## config.mk

```make
export PLATFORM = sky130hd
export DESIGN_NAME = if_fetch
export DESIGN_NICKNAME = d
export VERILOG_FILES = /design/src/rtl/if_fetch.sv
export SDC_FILE = /design/constraint.sdc
export NUM_CORES = 1
export LEC_CHECK = 0
export CORE_ASPECT_RATIO = 0.75
export CORE_MARGIN = 4
export CORE_UTILIZATION = 43
export CTS_BUF_LIST = sky130_fd_sc_hd__clkbuf_16
export CTS_CLUSTER_SIZE = 8
export DETAILED_ROUTE_END_ITERATION = 8
export DONT_BUFFER_PORTS = 1
export GPL_ROUTABILITY_DRIVEN = 0
export SLEW_MARGIN = 30
export SYNTH_ARGS = -nofsm -noshare
export SYNTH_HDL_FRONTEND = slang
export SYNTH_SLANG_ARGS = --single-unit
```

## constraint.sdc

```tcl
create_clock -name clk -period 3.7 [get_ports clk]
set_input_delay 1.11 -clock clk [delete_from_list [all_inputs] [get_ports clk]]
set_output_delay 1.11 -clock clk [all_outputs]
set_load 0.01 [all_outputs]
```

## src/rtl/if_fetch.sv

```systemverilog
// ---------------------------------------------------------------------------
// if_fetch -- instruction-fetch stage of the 16-bit pipeline.
//
// Owns the fetch PC, issues reads to the instruction memory port and loads
// the IF/ID register (pc_o, inst_o, valid_o) for decode. Branch redirects
// arrive from decode one instruction late (single delay slot); a redirect
// seen while the memory port is busy is parked until the delay slot lands.
//
// Ports:
//   clk, rst            clock, synchronous active-high reset
//   stall_i             hold IF/ID and fetch PC, no request issued
//   branch_flag_i/addr  redirect from the instruction currently in ID
//   imem_req_o/addr_o   memory request (combinational), address = fetch PC
//   imem_rdata_i/ready  read data, valid when ready=1
//   pc_o/inst_o/valid_o IF/ID register
//   fetch_stall_req_o   memory wait request to ctrl
//   timeout_o           sticky: too many consecutive wait cycles
// ---------------------------------------------------------------------------
module if_fetch #(
   parameter logic [15:0] PC_RESET = 16'h0000,
   parameter logic [15:0] NOP_INST = 16'h0800,
   parameter int          MAX_WAIT = 8
) (
   input  logic        clk,
   input  logic        rst,
   input  logic        stall_i,
   input  logic        branch_flag_i,
   input  logic [15:0] branch_addr_i,
   output logic        imem_req_o,
   output logic [15:0] imem_addr_o,
   input  logic [15:0] imem_rdata_i,
   input  logic        imem_ready_i,
   output logic [15:0] pc_o,
   output logic [15:0] inst_o,
   output logic        valid_o,
   output logic        fetch_stall_req_o,
   output logic        timeout_o
);

   typedef enum logic {BOOT, RUN} state_t;

   localparam logic [4:0] MAX_WAIT_W = 5'(MAX_WAIT);

   state_t      state_q, state_d;
   logic [15:0] fetch_pc_q, fetch_pc_d;
   logic [15:0] pc_q, pc_d;
   logic [15:0] inst_q, inst_d;
   logic        valid_q, valid_d;
   logic        redirect_pending_q, redirect_pending_d;
   logic [15:0] redirect_addr_q, redirect_addr_d;
   logic [3:0]  wait_cnt_q, wait_cnt_d;
   logic        timeout_q, timeout_d;
   logic        req;

   assign req               = (state_q == RUN) && !stall_i;
   assign imem_req_o        = req;
   assign imem_addr_o       = fetch_pc_q;
   assign fetch_stall_req_o = req && !imem_ready_i;
   assign pc_o              = pc_q;
   assign inst_o            = inst_q;
   assign valid_o           = valid_q;
   assign timeout_o         = timeout_q;

   always_comb begin
      state_d            = state_q;
      fetch_pc_d         = fetch_pc_q;
      pc_d               = pc_q;
      inst_d             = inst_q;
      valid_d            = valid_q;
      redirect_pending_d = redirect_pending_q;
      redirect_addr_d    = redirect_addr_q;
      wait_cnt_d         = wait_cnt_q;
      timeout_d          = timeout_q;

      if (state_q == BOOT) begin
         // One idle cycle after reset before the first request.
         state_d = RUN;
      end else if (!stall_i) begin
         if (imem_ready_i) begin
            inst_d  = imem_rdata_i;
            pc_d    = fetch_pc_q + 16'd1;
            valid_d = 1'b1;
            // The just-completed fetch is the delay slot of any branch in ID
            // (live or parked), so the next fetch goes to the target.
            if (branch_flag_i)
               fetch_pc_d = branch_addr_i;
            else if (redirect_pending_q)
               fetch_pc_d = redirect_addr_q;
            else
               fetch_pc_d = fetch_pc_q + 16'd1;
            redirect_pending_d = 1'b0;
            wait_cnt_d         = 4'd0;
         end else begin
            // Bubble into ID; the branch leaves ID now, so park its target.
            inst_d  = NOP_INST;
            valid_d = 1'b0;
            if (branch_flag_i) begin
               redirect_pending_d = 1'b1;
               redirect_addr_d    = branch_addr_i;
            end
            if (wait_cnt_q != 4'hF)
               wait_cnt_d = wait_cnt_q + 4'd1;
            if (({1'b0, wait_cnt_q} + 5'd1) >= MAX_WAIT_W)
               timeout_d = 1'b1;
         end
      end
   end

   always_ff @(posedge clk) begin
      if (rst) begin
         state_q            <= BOOT;
         fetch_pc_q         <= PC_RESET;
         pc_q               <= 16'h0000;
         inst_q             <= NOP_INST;
         valid_q            <= 1'b0;
         redirect_pending_q <= 1'b0;
         redirect_addr_q    <= 16'h0000;
         wait_cnt_q         <= 4'd0;
         timeout_q          <= 1'b0;
      end else begin
         state_q            <= state_d;
         fetch_pc_q         <= fetch_pc_d;
         pc_q               <= pc_d;
         inst_q             <= inst_d;
         valid_q            <= valid_d;
         redirect_pending_q <= redirect_pending_d;
         redirect_addr_q    <= redirect_addr_d;
         wait_cnt_q         <= wait_cnt_d;
         timeout_q          <= timeout_d;
      end
   end

endmodule

```

==> flow_metrics.env <==
export IMPL_worst_hold_path_endpoint="redirect_addr_q[6]"
export IMPL_final_min_clock_period_ps=2690
export IMPL_viasPerCell=5.68
export IMPL_ctsResizeCount=0
export IMPL_synth_ff_latch_count=72
export IMPL_synth_area_sq_um=3280
export IMPL_cts_setup_buffers=0
export IMPL_ant_nets=0
export IMPL_io_pins=89
export IMPL_worst_setup_path_type="in2out"
export IMPL_cp_arrival_ps=1580
export IMPL_ys_async_sr_fraction_pct=0
export IMPL_synthDistinctLibCells=53
export IMPL_rsz0062_at_grt="no"
export IMPL_path_buf_inv=0
export IMPL_r2r_end="imem_addr_o[10]"
export IMPL_dp_hpwl_mm=5.96
export IMPL_io_buffers=0
export IMPL_worst_slew_pin_slew_ps=734
export IMPL_hp_class="reg2reg"
export IMPL_crit_slowest_cell="nor3b_1"
export IMPL_synth_ff_type="dfxtp_1"
export IMPL_cts_made_buffers=9
export IMPL_cts_sink_count=72
export IMPL_p_per_area_nw_per_um2=488
export IMPL_fin_skew_ps=7.15
export IMPL_cts_tree="yes"
export IMPL_worstPathRequired_ps=2590
export IMPL_drive_gt1_share_pct=7.59
export IMPL_dr_pass1_iters=5
export IMPL_wire_per_inst_um=17.9
export IMPL_min_period_over_period_pct=72.8
export IMPL_ir_drop_v=0.000229
export IMPL_nFillCells=766
export IMPL_grt_pass1_vias=2524
export IMPL_ys_seq_area_share_pct=44.0
export IMPL_yosysWarningCount=0
export IMPL_start_util_pct=44.5
export IMPL_nets=417
export IMPL_gr_total_overflow=0
export IMPL_die_area_sq_um=9100
export IMPL_core_area_sq_um=7360
export IMPL_tns_ps=0
export IMPL_grt_antenna_before_repair=0
export IMPL_setup_worst_path_end_class="output port"
export IMPL_cts_max_level=3
export IMPL_fin_cells=483
export IMPL_hold_viol_final=0
export IMPL_crit_path_start_kind="primary input"
export IMPL_clockBufferDepth=2
export IMPL_routed_via_count=2745
export IMPL_reg2reg_from="redirect_pending_q"
export IMPL_power_leakage_nw=1.22
export IMPL_status="complete, no violations"
export IMPL_fmax_mhz=371
export IMPL_antennaDiodeCount=0
export IMPL_slew_headroom_pct=51.0
export IMPL_cpLargestDelayFamily="simple AND/OR/NAND/NOR gates"
export IMPL_clk_pin_slew_ps=50
export IMPL_reg2regPathDepth=4
export IMPL_synth_edf_count=0
export IMPL_r2r_setup_slack_ps=1610
export IMPL_grt_first_pass_wirelength_mm=14.2
export IMPL_die_w_um=109
export IMPL_hold_slack_ps=447
export IMPL_cts_root_buffer="clkbuf_16"
export IMPL_whs_path_depth=2
export IMPL_hold_start="redirect_addr_q[6]"
export IMPL_dpl_cell_count=467
export IMPL_dieHeight_um=83.6
export IMPL_drv_slew=0
export IMPL_path_cells="nor3b_1"
export IMPL_drt_iter0_markers=193
export IMPL_ctsHoldBuffers=0
export IMPL_worst_path_max_fanout=8
export IMPL_num_rows=27
export IMPL_grt_start_max_net_pins=46
export IMPL_clkLatencyLatePin_ps=330
export IMPL_drc=0
export IMPL_wirelength_mm=8.66
export IMPL_synth_nets=430
export IMPL_syn_area_per_cell_sq_um=8.41
export IMPL_slowest_delay_ps=470
export IMPL_areaGrowthSynthToFinish_pct=9.81
export IMPL_syn_inst=390
export IMPL_cap_violations=0
export IMPL_setup_viol=0
export IMPL_grt_usage_pct=20.0
[routing by layer]
metal | track usage (%) | wire (um) | vias up
met5 | 0 | 0 | -
met4 | 5.73 | 72 | 0
met3 | 8.12 | 825 | 7
met2 | 27.4 | 3770 | 84
met1 | 28.6 | 3990 | 1281
li1 | - | - | 1373
[power by group]
group	internal, mW	total (mW)	leakage (nW)	switching, mW
Sequential	0.802	0.842	0.585	0.0404
Clock	0.510	0.822	0.147	0.313
Combinational	0.0362	0.0919	0.489	0.0557
[synth_stat cells (3+ instances only)]
cell | count | area share, %
o221ai_1 | 3 | 0.80
a22o_1 | 15 | 4.0
nor3_1 | 7 | 1.1
a21oi_1 | 47 | 7.2
dfxtp_1 | 72 | 44
buf_2 | 7 | 1.1
nand4_1 | 3 | 0.57
mux2i_1 | 6 | 1.8
clkbuf_1 | 17 | 1.9
buf_1 | 3 | 0.34
nand2b_1 | 7 | 1.3
nand2_1 | 70 | 8.0
nand3_1 | 5 | 0.76
nor2_1 | 19 | 2.2
nor4_2 | 3 | 1.1
o21ai_0 | 22 | 3.4
inv_1 | 4 | 0.46
nor4_1 | 6 | 1.1
ha_1 | 3 | 1.1
and3_1 | 5 | 0.95
a211oi_1 | 6 | 1.4
o21ai_1 | 6 | 0.92
xnor2_1 | 11 | 2.9
o211ai_1 | 3 | 0.69
o311ai_1 | 3 | 0.80
[stage by stage]
step | util (%) | cell area (sq um) | setup slack, ps | total power [mW]
after floorplan | - | 3280 | 919 | 0.935
after global placement | 45.1 | 3320 | 1030 | 0.949
after detailed placement | 45.1 | 3320 | 1010 | 0.951
after CTS | 48.9 | 3600 | 1000 | 1.78
after global routing | 48.9 | 3600 | 950 | 1.84
final | 48.9 | 3600 | 1010 | 1.76
[area by class of cell]
type / instances / area, sq um / share of cell area (%)
inverter: 6 / 22.5 / 0.625
timing repair buffer: 3 / 22.5 / 0.625
multi-input combinational: 285 / 1710 / 47.4
clock buffer: 9 / 225 / 6.25
clock inverter: 7 / 55.1 / 1.53
sequential: 72 / 1440 / 40.0
tap: 101 / 126 / 3.51
[flip-flops by register name (all words and copies together) (netlist names)]
| register | cells |
|---|---|
| state_q | 1 |
| redirect_pending_q | 1 |
| inst_o | 16 |
| imem_addr_o | 16 |
| pc_o | 16 |
| valid_o | 1 |
| wait_cnt_q | 4 |
| timeout_o | 1 |
| redirect_addr_q | 16 |
[cell families (layout without fill, tap and decap cells)]
| family | after synthesis | after routing | synth area share, % |
|---|---|---|---|
| multiplexers | 7 | 7 | 2.17 |
| AO/OA/AOI/OAI | 119 | 119 | 22.7 |
| flip-flops | 72 | 72 | 44.0 |
| XOR/XNOR | 13 | 13 | 3.47 |
| buffers and inverters | 33 | 25 | 4.04 |
| AND/OR/NAND/NOR | 143 | 143 | 22.5 |
| adder cells (fa/ha/maj) | 3 | 3 | 1.14 |
[placed cells by master (no fill, tap or decap), types with 7 or more instances in the layout]
| cell type | count |
|---|---|
| dfxtp_1 | 72 |
| nand2_1 | 70 |
| a21oi_1 | 47 |
| o21ai_0 | 22 |
| nor2_1 | 18 |
| a22o_1 | 15 |
| xnor2_1 | 11 |
| clkbuf_16 | 9 |
| nand2b_1 | 7 |
| nor3_1 | 7 |
[worst max-delay path by stage]
| stage | from | to | slack [ps] | cells after the start |
|---|---|---|---|---|
| after floorplan | imem_ready_i | fetch_stall_req_o | 920 | 2 |
| after global placement | imem_ready_i | fetch_stall_req_o | 1030 | 1 |
| after detailed placement | imem_ready_i | fetch_stall_req_o | 1010 | 1 |
| after CTS | imem_ready_i | fetch_stall_req_o | 1000 | 1 |
| after global routing | imem_ready_i | fetch_stall_req_o | 950 | 1 |
| final | imem_ready_i | fetch_stall_req_o | 1010 | 1 |
Power figures use the tool's default switching activity.
